===== config.mk =====
export PLATFORM = sky130hd
export DESIGN_NAME = bus_arbiter_n_flat
export DESIGN_NICKNAME = d
export VERILOG_FILES = /design/src/rtl/bus_arbiter_n_if.sv /design/src/rtl/bus_arbiter_n.sv /design/src/flat_wrapper.sv
export SDC_FILE = /design/constraint.sdc
export NUM_CORES = 1
export LEC_CHECK = 0
export CAP_MARGIN = 0
export CORE_AREA = 3 3 186 188
export DETAILED_ROUTE_END_ITERATION = 10
export DIE_AREA = 0 0 189 191
export PLACE_DENSITY_LB_ADDON = 0.08
export SYNTH_ARGS = -nofsm -noshare
export SYNTH_HDL_FRONTEND = slang
export SYNTH_SLANG_ARGS = --single-unit

===== constraint.sdc =====
create_clock -name clk -period 7.5 [get_ports clk]
set_clock_uncertainty 0.2 [all_clocks]
set_input_delay 1.5 -clock clk [delete_from_list [all_inputs] [get_ports clk]]
set_output_delay 1.5 -clock clk [all_outputs]
set_load 0.01 [all_outputs]

===== src/rtl/bus_arbiter_n_if.sv =====
// Bus bundle between NUM_MASTERS requesters, the arbiter and the single QSPI memory port.
// The arbiter attaches through the master modport; the requester/memory side uses slave.
interface bus_arbiter_n_if #(
  parameter int NUM_MASTERS = 3,
  parameter int ADR_W       = 32,
  parameter int DATA_W      = 32
);
  logic [NUM_MASTERS-1:0]        m_read_req;
  logic [NUM_MASTERS-1:0]        m_read_w;
  logic [NUM_MASTERS-1:0]        m_read_hw;
  logic [NUM_MASTERS*ADR_W-1:0]  m_read_adr;
  logic [NUM_MASTERS-1:0]        m_write_req;
  logic [NUM_MASTERS-1:0]        m_write_w;
  logic [NUM_MASTERS-1:0]        m_write_hw;
  logic [NUM_MASTERS*ADR_W-1:0]  m_write_adr;
  logic [NUM_MASTERS*DATA_W-1:0] m_write_data;
  logic [NUM_MASTERS-1:0]        m_read_valid;
  logic [NUM_MASTERS-1:0]        m_write_finish;
  logic [DATA_W-1:0]             m_read_data;
  logic                          m_error;

  logic                          read_req;
  logic                          read_w;
  logic                          read_hw;
  logic [ADR_W-1:0]              read_adr;
  logic                          read_valid;
  logic [DATA_W-1:0]             read_data;
  logic                          write_req;
  logic                          write_w;
  logic                          write_hw;
  logic [ADR_W-1:0]              write_adr;
  logic [DATA_W-1:0]             write_data;
  logic                          write_finish;

  modport master (
    input  m_read_req, m_read_w, m_read_hw, m_read_adr,
    input  m_write_req, m_write_w, m_write_hw, m_write_adr, m_write_data,
    output m_read_valid, m_write_finish, m_read_data, m_error,
    output read_req, read_w, read_hw, read_adr,
    input  read_valid, read_data,
    output write_req, write_w, write_hw, write_adr, write_data,
    input  write_finish
  );

  modport slave (
    output m_read_req, m_read_w, m_read_hw, m_read_adr,
    output m_write_req, m_write_w, m_write_hw, m_write_adr, m_write_data,
    input  m_read_valid, m_write_finish, m_read_data, m_error,
    input  read_req, read_w, read_hw, read_adr,
    output read_valid, read_data,
    input  write_req, write_w, write_hw, write_adr, write_data,
    output write_finish
  );
endinterface


===== src/rtl/bus_arbiter_n.sv =====
// N-master arbiter serialising read/write requests onto one memory port (round-robin or fixed priority).
// Optional watchdog on the WAIT state is enabled by defining ARB_TIMEOUT_EN.
module bus_arbiter_n #(
  parameter int NUM_MASTERS    = 3,
  parameter int ADR_W          = 32,
  parameter int DATA_W         = 32,
  parameter int ARB_MODE       = 0,
  parameter int TIMEOUT_CYCLES = 4096
) (
  input  logic             clk,
  input  logic             rst,
  bus_arbiter_n_if.master  bus
);
  localparam int IDX_W = (NUM_MASTERS > 1) ? $clog2(NUM_MASTERS) : 1;

  typedef enum logic [1:0] {S_IDLE, S_ISSUE, S_WAIT, S_DONE} state_t;

  logic [ADR_W-1:0]  rd_adr  [NUM_MASTERS];
  logic [ADR_W-1:0]  wr_adr  [NUM_MASTERS];
  logic [DATA_W-1:0] wr_data [NUM_MASTERS];

  generate
    for (genvar gi = 0; gi < NUM_MASTERS; gi++) begin : g_unpack
      assign rd_adr[gi]  = bus.m_read_adr[gi*ADR_W +: ADR_W];
      assign wr_adr[gi]  = bus.m_write_adr[gi*ADR_W +: ADR_W];
      assign wr_data[gi] = bus.m_write_data[gi*DATA_W +: DATA_W];
    end
  endgenerate

  state_t            state_q, state_d;
  logic [IDX_W-1:0]  grant_q, grant_d;
  logic [IDX_W-1:0]  last_q, last_d;
  logic              is_write_q, is_write_d;
  logic              read_req_q, read_req_d;
  logic              read_w_q, read_w_d;
  logic              read_hw_q, read_hw_d;
  logic [ADR_W-1:0]  read_adr_q, read_adr_d;
  logic              write_req_q, write_req_d;
  logic              write_w_q, write_w_d;
  logic              write_hw_q, write_hw_d;
  logic [ADR_W-1:0]  write_adr_q, write_adr_d;
  logic [DATA_W-1:0] write_data_q, write_data_d;

  logic [NUM_MASTERS-1:0] eligible;
  logic [NUM_MASTERS-1:0] grant_oh;
  logic                   win_found;
  logic [IDX_W-1:0]       win_idx;
  logic [IDX_W-1:0]       rr_idx;
  logic                   rd_hit, wr_hit, timeout_hit, done_hit;

  assign eligible = bus.m_read_req | bus.m_write_req;

  // Scan downward so the last hit is the lowest index (fixed) or nearest after last_q (RR).
  always_comb begin
    win_found = 1'b0;
    win_idx   = '0;
    rr_idx    = '0;
    if (ARB_MODE == 1) begin
      for (int i = NUM_MASTERS - 1; i >= 0; i--) begin
        if (eligible[IDX_W'(i)]) begin
          win_found = 1'b1;
          win_idx   = IDX_W'(i);
        end
      end
    end else begin
      for (int k = NUM_MASTERS; k >= 1; k--) begin
        rr_idx = IDX_W'((int'(last_q) + k) % NUM_MASTERS);
        if (eligible[rr_idx]) begin
          win_found = 1'b1;
          win_idx   = rr_idx;
        end
      end
    end
  end

  always_comb begin
    grant_oh          = '0;
    grant_oh[grant_q] = 1'b1;
  end

  assign rd_hit = (state_q == S_WAIT) && !is_write_q && bus.read_valid;
  assign wr_hit = (state_q == S_WAIT) &&  is_write_q && bus.write_finish;

`ifdef ARB_TIMEOUT_EN
  localparam int CNT_W = $clog2(TIMEOUT_CYCLES) + 1;
  logic [CNT_W-1:0] cnt_q, cnt_d;

  assign timeout_hit = (state_q == S_WAIT) && (cnt_q == CNT_W'(TIMEOUT_CYCLES - 1));

  always_comb begin
    cnt_d = cnt_q;
    if (state_q == S_ISSUE)     cnt_d = '0;
    else if (state_q == S_WAIT) cnt_d = cnt_q + 1'b1;
  end

  always_ff @(posedge clk or posedge rst) begin
    if (rst) cnt_q <= '0;
    else     cnt_q <= cnt_d;
  end
`else
  assign timeout_hit = 1'b0;
`endif

  assign done_hit = rd_hit | wr_hit | timeout_hit;

  assign bus.m_read_valid   = (rd_hit || (timeout_hit && !is_write_q)) ? grant_oh : '0;
  assign bus.m_write_finish = (wr_hit || (timeout_hit &&  is_write_q)) ? grant_oh : '0;
  assign bus.m_read_data    = timeout_hit ? DATA_W'(32'hDEADBEEF) : bus.read_data;
  assign bus.m_error        = timeout_hit;

  assign bus.read_req   = read_req_q;
  assign bus.read_w     = read_w_q;
  assign bus.read_hw    = read_hw_q;
  assign bus.read_adr   = read_adr_q;
  assign bus.write_req  = write_req_q;
  assign bus.write_w    = write_w_q;
  assign bus.write_hw   = write_hw_q;
  assign bus.write_adr  = write_adr_q;
  assign bus.write_data = write_data_q;

  always_comb begin
    state_d      = state_q;
    grant_d      = grant_q;
    last_d       = last_q;
    is_write_d   = is_write_q;
    read_req_d   = 1'b0;
    write_req_d  = 1'b0;
    read_w_d     = read_w_q;
    read_hw_d    = read_hw_q;
    read_adr_d   = read_adr_q;
    write_w_d    = write_w_q;
    write_hw_d   = write_hw_q;
    write_adr_d  = write_adr_q;
    write_data_d = write_data_q;
    case (state_q)
      S_IDLE: begin
        if (win_found) begin
          grant_d    = win_idx;
          // A master with both requests pending gets its write first.
          is_write_d = bus.m_write_req[win_idx];
          if (ARB_MODE == 0) last_d = win_idx;
          if (bus.m_write_req[win_idx]) begin
            write_req_d  = 1'b1;
            write_w_d    = bus.m_write_w[win_idx];
            write_hw_d   = bus.m_write_hw[win_idx];
            write_adr_d  = wr_adr[win_idx];
            write_data_d = wr_data[win_idx];
          end else begin
            read_req_d = 1'b1;
            read_w_d   = bus.m_read_w[win_idx];
            read_hw_d  = bus.m_read_hw[win_idx];
            read_adr_d = rd_adr[win_idx];
          end
          state_d = S_ISSUE;
        end
      end
      S_ISSUE: state_d = S_WAIT;
      S_WAIT:  if (done_hit) state_d = S_DONE;
      S_DONE:  state_d = S_IDLE;
      default: state_d = S_IDLE;
    endcase
  end

  always_ff @(posedge clk or posedge rst) begin
    if (rst) begin
      state_q      <= S_IDLE;
      grant_q      <= '0;
      last_q       <= IDX_W'(NUM_MASTERS - 1);
      is_write_q   <= 1'b0;
      read_req_q   <= 1'b0;
      read_w_q     <= 1'b0;
      read_hw_q    <= 1'b0;
      read_adr_q   <= '0;
      write_req_q  <= 1'b0;
      write_w_q    <= 1'b0;
      write_hw_q   <= 1'b0;
      write_adr_q  <= '0;
      write_data_q <= '0;
    end else begin
      state_q      <= state_d;
      grant_q      <= grant_d;
      last_q       <= last_d;
      is_write_q   <= is_write_d;
      read_req_q   <= read_req_d;
      read_w_q     <= read_w_d;
      read_hw_q    <= read_hw_d;
      read_adr_q   <= read_adr_d;
      write_req_q  <= write_req_d;
      write_w_q    <= write_w_d;
      write_hw_q   <= write_hw_d;
      write_adr_q  <= write_adr_d;
      write_data_q <= write_data_d;
    end
  end
endmodule


===== src/flat_wrapper.sv =====
// flat-port wrapper written by rule: the top's interface ports become plain ports
module bus_arbiter_n_flat 
#(
  parameter int NUM_MASTERS    = 3,
  parameter int ADR_W          = 32,
  parameter int DATA_W         = 32,
  parameter int ARB_MODE       = 0,
  parameter int TIMEOUT_CYCLES = 4096
)
  (clk, rst, bus_m_read_req, bus_m_read_w, bus_m_read_hw, bus_m_read_adr, bus_m_write_req, bus_m_write_w, bus_m_write_hw, bus_m_write_adr, bus_m_write_data, bus_m_read_valid, bus_m_write_finish, bus_m_read_data, bus_m_error, bus_read_req, bus_read_w, bus_read_hw, bus_read_adr, bus_read_valid, bus_read_data, bus_write_req, bus_write_w, bus_write_hw, bus_write_adr, bus_write_data, bus_write_finish);
  bus_arbiter_n_if #(.NUM_MASTERS(NUM_MASTERS), .ADR_W(ADR_W), .DATA_W(DATA_W)) bus_i ();
  input  logic clk;
  input  logic rst;
  input wire logic [$bits(bus_i.m_read_req)-1:0] bus_m_read_req;
  input wire logic [$bits(bus_i.m_read_w)-1:0] bus_m_read_w;
  input wire logic [$bits(bus_i.m_read_hw)-1:0] bus_m_read_hw;
  input wire logic [$bits(bus_i.m_read_adr)-1:0] bus_m_read_adr;
  input wire logic [$bits(bus_i.m_write_req)-1:0] bus_m_write_req;
  input wire logic [$bits(bus_i.m_write_w)-1:0] bus_m_write_w;
  input wire logic [$bits(bus_i.m_write_hw)-1:0] bus_m_write_hw;
  input wire logic [$bits(bus_i.m_write_adr)-1:0] bus_m_write_adr;
  input wire logic [$bits(bus_i.m_write_data)-1:0] bus_m_write_data;
  output wire logic [$bits(bus_i.m_read_valid)-1:0] bus_m_read_valid;
  output wire logic [$bits(bus_i.m_write_finish)-1:0] bus_m_write_finish;
  output wire logic [$bits(bus_i.m_read_data)-1:0] bus_m_read_data;
  output wire logic [$bits(bus_i.m_error)-1:0] bus_m_error;
  output wire logic [$bits(bus_i.read_req)-1:0] bus_read_req;
  output wire logic [$bits(bus_i.read_w)-1:0] bus_read_w;
  output wire logic [$bits(bus_i.read_hw)-1:0] bus_read_hw;
  output wire logic [$bits(bus_i.read_adr)-1:0] bus_read_adr;
  input wire logic [$bits(bus_i.read_valid)-1:0] bus_read_valid;
  input wire logic [$bits(bus_i.read_data)-1:0] bus_read_data;
  output wire logic [$bits(bus_i.write_req)-1:0] bus_write_req;
  output wire logic [$bits(bus_i.write_w)-1:0] bus_write_w;
  output wire logic [$bits(bus_i.write_hw)-1:0] bus_write_hw;
  output wire logic [$bits(bus_i.write_adr)-1:0] bus_write_adr;
  output wire logic [$bits(bus_i.write_data)-1:0] bus_write_data;
  input wire logic [$bits(bus_i.write_finish)-1:0] bus_write_finish;
  assign bus_i.m_read_req = bus_m_read_req;
  assign bus_i.m_read_w = bus_m_read_w;
  assign bus_i.m_read_hw = bus_m_read_hw;
  assign bus_i.m_read_adr = bus_m_read_adr;
  assign bus_i.m_write_req = bus_m_write_req;
  assign bus_i.m_write_w = bus_m_write_w;
  assign bus_i.m_write_hw = bus_m_write_hw;
  assign bus_i.m_write_adr = bus_m_write_adr;
  assign bus_i.m_write_data = bus_m_write_data;
  assign bus_m_read_valid = bus_i.m_read_valid;
  assign bus_m_write_finish = bus_i.m_write_finish;
  assign bus_m_read_data = bus_i.m_read_data;
  assign bus_m_error = bus_i.m_error;
  assign bus_read_req = bus_i.read_req;
  assign bus_read_w = bus_i.read_w;
  assign bus_read_hw = bus_i.read_hw;
  assign bus_read_adr = bus_i.read_adr;
  assign bus_i.read_valid = bus_read_valid;
  assign bus_i.read_data = bus_read_data;
  assign bus_write_req = bus_i.write_req;
  assign bus_write_w = bus_i.write_w;
  assign bus_write_hw = bus_i.write_hw;
  assign bus_write_adr = bus_i.write_adr;
  assign bus_write_data = bus_i.write_data;
  assign bus_i.write_finish = bus_write_finish;
  bus_arbiter_n #(.NUM_MASTERS(NUM_MASTERS), .ADR_W(ADR_W), .DATA_W(DATA_W), .ARB_MODE(ARB_MODE), .TIMEOUT_CYCLES(TIMEOUT_CYCLES)) u_core (.clk(clk), .rst(rst), .bus(bus_i));
endmodule

# ---- Word-level counts from Yosys, hierarchy flattened
# Cells that the tools add are included.
dict set report word_totals {
  input_bits 342
  word_cells 90
  register_bits 109
  out_inout_bits 141
}
dict set report classes {
  order_cmp 7
  reduce_logical 11
  n_bitwise 4
  n_addsub 3
  div 3
  n_eq_ne 5
  muxes 44
}
# operator count
set ops {}
lappend ops {{binary-select mux 32 bit (select 2 bit)} 3}
lappend ops {{2-to-1 mux 32 bit} 6}
lappend ops {{remainder unit 32 x 3 -> 32 bit (second input constant)} 3}
lappend ops {{2-to-1 mux 1 bit} 18}
lappend ops {{binary-select mux 1 bit (select 2 bit)} 8}
lappend ops {{less-than comparator 2 x 3 -> 1 bit (second input constant)} 5}
lappend ops {{2-to-1 mux 2 bit} 5}
lappend ops {{case mux 2 bit (4 select lines)} 1}
lappend ops {{adder 2 x 2 -> 3 bit (second input constant)} 2}
lappend ops {{2-to-1 mux 3 bit} 2}
lappend ops {{AND reduction 3 bit} 2}
lappend ops {{logical AND 1 bit} 5}
lappend ops {{== test 2 bit (second input constant)} 2}
lappend ops {{!= test 2 x 1 -> 1 bit (second input constant)} 2}
lappend ops {{AND reduction 2 bit} 2}
lappend ops {{adder 2 x 1 -> 3 bit (second input constant)} 1}
lappend ops {{greater-or-equal comparator 3 bit (second input constant)} 1}
lappend ops {{NOT 2 -> 3 bit} 1}
lappend ops {{bitwise OR 3 bit} 1}
lappend ops {{demux 1 bit (select 2 bit)} 1}
lappend ops {{== test 2 x 1 -> 1 bit (second input constant)} 1}
lappend ops {{greater-or-equal comparator 2 x 1 -> 1 bit (second input constant)} 1}
lappend ops {{zero test 2 bit} 1}
lappend ops {{zero test 1 bit} 1}
lappend ops {{other kinds (2)} 2}

# ---- Logic depth before layout (Yosys ltp)
# Gate-level depths: netlist of the first run.
dict set report depth {
  ltp_word 12
  mapped_depth 10
  ltp_nobuf 7
}

# ---- Worst setup path before layout of the first run
# OpenSTA, ideal clock, no wires.
dict set report synth_path {
  kind {input -> register}
  startpoint {input port bus_m_write_req[0]}
  endpoint {register u_core.write_adr_q[10] (netlist: u_core.bus.write_adr[10])}
  required_ns 7.173
  n_path_buf 3
  setup_slack_ns 3.689
  setup_ns 0.127
  path_stages 8
  arrival_time_ns 3.483
  path_cell_list {or3b_1 > and2_1 > or3_1 > clkbuf_1 > a311oi_4 > buf_6 > buf_6 > mux2_1}
}
dict set report synth_via {
  elab_chain_cells 10
  elab_cells_between_ends 20
  cone_classes {17 x mux; 2 x bitwise; 1 x reduce/logical}
}
# item line_no
set synth_lines {}
lappend synth_lines {{start: declaration} flat_wrapper.sv:18} ;# input wire logic [$bits(bus_i.m_write_req)-1:0] bus_m_write_req;
lappend synth_lines {{bitwise OR 3 bit} bus_arbiter_n.sv:51} ;# assign eligible = bus.m_read_req | bus.m_write_req;
lappend synth_lines {{binary-select mux 1 bit (select 2 bit)} bus_arbiter_n.sv:68} ;# if (eligible[rr_idx]) begin
lappend synth_lines {{2-to-1 mux 1 bit (implied by the code)} bus_arbiter_n.sv:68}
lappend synth_lines {{2-to-1 mux 2 bit (3 in a row)} bus_arbiter_n.sv:68}
lappend synth_lines {{NOT 2 -> 3 bit (implied by the code)} bus_arbiter_n.sv:146} ;# write_adr_d = wr_adr[win_idx];
lappend synth_lines {{binary-select mux 32 bit (select 2 bit)} bus_arbiter_n.sv:146}
lappend synth_lines {{2-to-1 mux 32 bit (implied by the code) (2 in a row)} bus_arbiter_n.sv:146}
lappend synth_lines {{end signal: assignment} bus_arbiter_n.sv:191} ;# write_adr_q <= write_adr_d;
lappend synth_lines {{end: declaration} bus_arbiter_n.sv:41} ;# logic [ADR_W-1:0] write_adr_q, write_adr_d;
# Several ways; a longest one is shown, not always the timed one. The select of a mux whose other input is x is not followed.
# A chain may end at the register's enable or synchronous reset.

# ---- Final worst setup path of the first run
dict set report layout_path {
  startpoint {input port bus_m_write_req[2]}
  endpoint {register u_core.write_data_q[24] (netlist: u_core.bus.write_data[24])}
}
dict set report layout_via {
  elab_chain_cells 10
  elab_cells_between_ends 20
  cone_classes {17 x mux; 2 x bitwise; 1 x reduce/logical}
}
# item line_no
set layout_lines {}
lappend layout_lines {{bitwise OR 3 bit} bus_arbiter_n.sv:51}
lappend layout_lines {{binary-select mux 1 bit (select 2 bit)} bus_arbiter_n.sv:68}
lappend layout_lines {{2-to-1 mux 1 bit (implied by the code)} bus_arbiter_n.sv:68}
lappend layout_lines {{2-to-1 mux 2 bit (3 in a row)} bus_arbiter_n.sv:68}
lappend layout_lines {{NOT 2 -> 3 bit (implied by the code)} bus_arbiter_n.sv:147} ;# write_data_d = wr_data[win_idx];
lappend layout_lines {{binary-select mux 32 bit (select 2 bit)} bus_arbiter_n.sv:147}
lappend layout_lines {{2-to-1 mux 32 bit (implied by the code) (2 in a row)} bus_arbiter_n.sv:147}
lappend layout_lines {{end signal: assignment} bus_arbiter_n.sv:192} ;# write_data_q <= write_data_d;
lappend layout_lines {{end: declaration} bus_arbiter_n.sv:42} ;# logic [DATA_W-1:0] write_data_q, write_data_d;
# Several ways; a longest one is shown, not always the timed one. The select of a mux whose other input is x is not followed.

==> impl_metrics.toml, run 1 <==
[outcome]
status = "finished, final reports clean"

[hold_path]
hp-start = "u_core.bus.write_hw"
min_to = "u_core.bus.write_hw"
min_path_cells = 1
hold_path_class = "reg -> reg"

[sta]
maxSlewHeadroom_pct = 36.3
fin_crit_sh_pct = 67.0
whs_ps = 287
worst_pin_slew_ps = 955
tns_ps = 0
max_freq_mhz = 199
hold_violations = 0
grt_setup_unrepaired = "false"
setup_viol = 0
fin_crit_ps = 5030
slew_viol_final = 0

[routing]
drc_errors = 0
dr_total_vias = 8211
dr.pass1.iters = 4
first_iter_violations = 406
via_per_inst = 5.21
routedWlPerCell_um = 23.0
final_antenna_net_count = 0
wirelength_um = 36200

[clock_network]
cts_num_sinks = 108
worstSkewPairLatency_ps = 350
clock_path_buffers = 2
cts_made_buffers = 9
cts-htree-levels = 3
cts_setup_buffers = 0
cts.repair.resized = 0
cts_hold_buf = 0
root_buffer = "clkbuf_16"
cts_tree = "yes"
path_clk_slew_ps = 70

[floorplanning]
die_width_um = 189
die_area_um2 = 36100
rows = 67
start_util_pct = 21.9
coreArea_um2 = 33300
die_h_um = 191
pin_count = 483

[yosys]
synth-seq-cells = 108
ys.flop_type = "dfrtp_1"
synth.avg_cell_area_um2 = 8.89
async_flop_share_pct = 100
syn_inst = 819
synth-edff-count = 0
syn_nets = 1166
ys_types = 44
ys.warnings.count = 0
seq_area_frac_synth_pct = 37.1
netlist_area_um2 = 7280

[global_routing]
antenna_found_initial = 2
grt_max_degree = 65
first_global_vias = 8486
grt_util_all_layers_pct = 19.2
grt_pass1_wl_um = 53700
grt_remaining_overflow = 0

[critical_path]
worst_ep_arrival_time_ps = 5060
rr_endpoint = "u_core.bus.write_data[24]"
crit_type = "in -> reg"
crit_path_end_kind = "register"
startpoint_type = "input pin"
required_ps = 7540
crit_fanout = 48
reg2reg_slack_ps = 3110
r2r.worst_path.cells = 8
rr_startpoint = "u_core.last_q[1]"

[finish]
nFillCells = 3479
syn2layout_area_growth_pct = 62.5
final_nets = 1469
n_antenna_cell = 0
drive_above_1_share_pct = 8.52

[pwr]
ir_drop_mv = 0.263
p_per_area_nw_per_um2 = 404
p_leak_nw = 4.16

[run]
max_cap_violations = 0

[place]
hpwlAfterDp_um = 24400
place_congestion = 0.892
io_buffers = 417
-- where the power goes --
| part | total (mW) | switching, mW | leakage (nW) | internal (mW) |
|---|---|---|---|---|
| sequential | 1.04 | 0.154 | 1.31 | 0.885 |
| clock | 0.470 | 0.240 | 0.138 | 0.230 |
| combinational | 3.27 | 1.87 | 2.71 | 1.39 |
| total | 4.78 | 2.27 | 4.16 | 2.51 |
-- synthesized netlist by cell type, types with 5 or more instances --
cell type  count  area, um2
buf_2         12       60.1
nand2_1        5       18.8
mux2_1        20        225
clkbuf_1      96        360
dfrtp_1      107       2680
nor4_1       102        638
a31oi_1       66        413
a32o_1        34        340
nor2_1         7       26.3
buf_4         33        248
ha_1           5       62.6
mux2_2        47        529
o21ai_0      106        531
inv_1          6       22.5
nand3_1      102        510
a311oi_1      34        298
-- worst max path at each step --
stage                     slack [ps]                         to          startpoint  cells past startpoint
after floorplan                 2960     u_core.bus.read_adr[0]                 rst                      1
after global placement          2090         u_core.bus.write_w  bus_m_write_req[2]                      7
after detailed placement        2060  u_core.bus.write_data[17]  bus_m_write_req[2]                      7
after CTS                       2440  u_core.bus.write_data[29]  bus_m_write_req[2]                      7
after global routing            2240   u_core.bus.write_data[8]  bus_m_write_req[2]                      7
final                           2470  u_core.bus.write_data[24]  bus_m_write_req[2]                      7
-- critical path, stage by stage --
cell and delay, ps:
clkdlybuf4s50_1 500, a211oi_1 500, o21a_4 560, nand3_1 290, a311oi_4 920, buf_12 340, mux2_2 370
-- through the flow --
stage          setup slack (ps)  utilization [%]  cell area [um2]  total power [mW]  std cells
3_5_place_dp               2060             34.7            11600              4.35       1559
6_report                   2470             35.5            11800              4.78       1575
4_1_cts                    2440             35.5            11800              4.86       1575
5_1_grt                    2240             35.5            11800              5.14       1575
3_3_place_gp               2090             34.7            11600              4.34       1559
2_1_floorplan              2960                -             7280              2.91        819
-- kinds of logic after synthesis --
| kind of cell | synth area share (%) |
|---|---|
| other | 0.0515 |
| AOI/OAI and AO/OA | 23.7 |
| and+or+nand+nor | 17.6 |
| muxes | 10.5 |
| DFF | 37.1 |
| buffers and inverters | 10.0 |
| adders and majority gates | 0.997 |
-- flip-flops by register name, indices dropped and copies added, names as in the netlist --
signal / count
u_core.bus.read_adr: 32
u_core.bus.read_hw: 1
u_core.bus.read_req: 1
u_core.bus.read_w: 1
u_core.bus.write_adr: 32
u_core.bus.write_data: 32
u_core.bus.write_hw: 1
u_core.bus.write_req: 1
u_core.bus.write_w: 1
u_core.grant_q: 1
u_core.is_write_q: 1
u_core.last_q: 2
u_core.state_q: 2
-- area by class of cell --
cell class	count	area, um2	share of cell area, %
Inverter	6	25.0	0.212
Timing Repair Buffer	437	4340	36.7
Sequential cell	108	2700	22.9
Clock buffer	10	229	1.94
Clock inverter	6	45.0	0.381
Tap cell	448	561	4.74
Multi-Input combinational cell	560	3930	33.2
-- metal layers --
metal | share of wire, % | GRT usage (%) | up-vias
li1 | - | - | 3799
met1 | 43 | 24.5 | 4017
met2 | 46 | 31.0 | 338
met3 | 8.5 | 5.89 | 53
met4 | 2.5 | 6.07 | 4
met5 | 0.064 | 0 | -
-- layout by cell type, fill, tap and decap left out, types with 6 or more instances in the layout --
master / netlist / layout
clkdlybuf4s50_1: 0 / 417
dfrtp_1: 107 / 107
o21ai_0: 106 / 104
nor4_1: 102 / 102
nand3_1: 102 / 102
a31oi_1: 66 / 66
mux2_2: 47 / 47
a311oi_1: 34 / 34
a32o_1: 34 / 34
mux2_1: 20 / 20
buf_4: 33 / 19
clkbuf_16: 0 / 9
nor2_1: 7 / 6
Power figures use the tool's default switching activity.
==> inputs of run 2 (changes only) <==
- CORE_AREA: 3 3 186 188 -> 3 3 187 189
- DIE_AREA: 0 0 189 191 -> 0 0 190 192
- clock period: 7.5 -> 4.23 ns (I/O delays scaled with it)
==> run 2 against run 1 <==
- via count up 0.34%
- sequential power is 78% higher
- global-route usage shrank 0.15 points
- sequential share of layout area decreased by 0.29 points
- die area up 1.1%
- combinational power grew 81%
- core utilization up 0.28 points
- largest cell class unchanged
- first-iteration DRC count decreased by 19%
==> impl_metrics.toml, run 2 (synthesis gave the netlist of run 1 again) <==
[clock_network]
cts_tree = "yes"
cts-htree-levels = 3
cts_setup_buffers = 0
clock_path_buffers = 2
cts_made_buffers = 9
cts_hold_buf = 0
path_clk_slew_ps = 70
cts.repair.resized = 0
root_buffer = "clkbuf_16"
worstSkewPairLatency_ps = 340
cts_num_sinks = 108

[pwr]
p_per_area_nw_per_um2 = 730
clock_power_share_pct = 11.3
pwr-share-comb_pct = 67.6
ir_drop_mv = 0.693
seqPwrFrac_pct = 21.1
power_switching_mw = 4.03
p_leak_nw = 4.22
p_total_mw = 8.74
switching_share_pct = 46.1
internal-power_mw = 4.71

[global_routing]
grt_pass1_wl_um = 53700
grt_remaining_overflow = 0
first_global_vias = 8572
antenna_found_initial = 5
grt_util_all_layers_pct = 19.0
grt_max_degree = 102

[sta]
worst_pin_slew_ps = 956
hold_violations = 0
maxSlewHeadroom_pct = 36.2
tns_ps = 0
slew_viol_final = 0
max_freq_mhz = 263
fin_crit_ps = 3800
grt_setup_unrepaired = "false"
fin_crit_sh_pct = 89.9
whs_ps = 286
setup_viol = 0
layout_setup_ws_ps = 427

[finish]
nFillCells = 3402
drive_above_1_share_pct = 8.60
syn2layout_area_growth_pct = 64.6
final_cell_mix = "417 x clkdlybuf4s50_1, 107 x dfrtp_1, 104 x o21ai_0, 102 x nor4_1, 102 x nand3_1"
layout_commonest_cell = "clkdlybuf4s50_1"
final_nets = 1472
postLayoutCoreUtil_pct = 35.8

[routing]
dr.pass1.iters = 4
routedWlPerCell_um = 23.1
via_per_inst = 5.22
final_antenna_net_count = 0
first_iter_violations = 329
wirelength_um = 36400
dr_total_vias = 8239
drc_errors = 0

[floorplanning]
die_h_um = 192
coreArea_um2 = 33400
die_area_um2 = 36500
pin_count = 483
rows = 67
die_width_um = 190
start_util_pct = 21.8

[critical_path]
path_buf_inv = 4
crit_type = "reg -> reg"
critPathSlowestCell = "dfstp_2"
cpPeakStageDelay_ps = 550
startpoint_type = "register"
worst_ep_arrival_time_ps = 3830
crit_family = "buffers and inverters"
cp_common_cell = "buf_4"
crit_path_end_kind = "register"
crit_fanout = 31
required_ps = 4260
worstPathCellList = "inv_1, ha_1, nor2_1, and2_4, buf_4, nor4_1, buf_4, a311oi_4, buf_4, mux2_2"

[place]
place_congestion = 0.762
place_ws_ps = 225
io_buffers = 417
hpwlAfterDp_um = 24300

[outcome]
status = "finished, final reports clean"

[run]
max_cap_violations = 0

[hold_path]
hold_path_class = "reg -> reg"
run 2: cell types whose count changed in the layout (fill, tap and decap cells not counted), sizes merged:
cell,delta
buf,+3
bufinv,+3
clkinv,-1
diode,+2
inv,-4
run 2: power groups by stage:
stage	Sequential (mW)	Clock [mW]	Combinational (mW)
3_3_place_gp	1.85	0	6.00
2_1_floorplan	2.06	0	3.11
6_report	1.85	0.990	5.91
4_1_cts	1.85	1.03	6.02
3_5_place_dp	1.86	0	6.00
5_1_grt	1.92	1.07	6.40
run 2: metrics by stage:
stage | instances | instance area [um2]
6_report | 1578 | 12000
5_1_grt | 1578 | 12000
4_1_cts | 1576 | 12000
3_5_place_dp | 1562 | 11600
3_3_place_gp | 1562 | 11600
2_1_floorplan | 819 | 7280
run 2: final timing paths:
path | startpoint | end | slack, ps | cells past startpoint
setup reg to reg | u_core.last_q[1] | u_core.bus.write_adr[2] | 430 | 10
min in group asynchronous | rst | u_core.state_q[0] | 840 | 2
hold / removal | u_core.bus.write_adr[23] | u_core.bus.write_adr[23] | 290 | 1
hold reg to reg | u_core.bus.write_adr[23] | u_core.bus.write_adr[23] | 290 | 1
setup / recovery | u_core.last_q[1] | u_core.bus.write_adr[2] | 430 | 10
max in group asynchronous | rst | u_core.bus.write_data[9] | 2230 | 3
run 2: layer usage:
layer / GRT usage, % / wire [um]
met1: 23.7 / 15200
met2: 31.5 / 17200
met3: 5.84 / 3100
met4: 5.86 / 800
met5: 0 / 35
run 2: layout make-up:
class	count	area (um2)	share of cell area, %
clock inverters	4	98.8	0.825
flip-flops and latches	108	2700	22.6
well taps	448	561	4.68
clock buffers	10	239	1.99
multi-input cells	560	3930	32.8
diodes	2	5.00	0.0418
repair buffers	440	4420	36.9
inverters	6	25.0	0.209
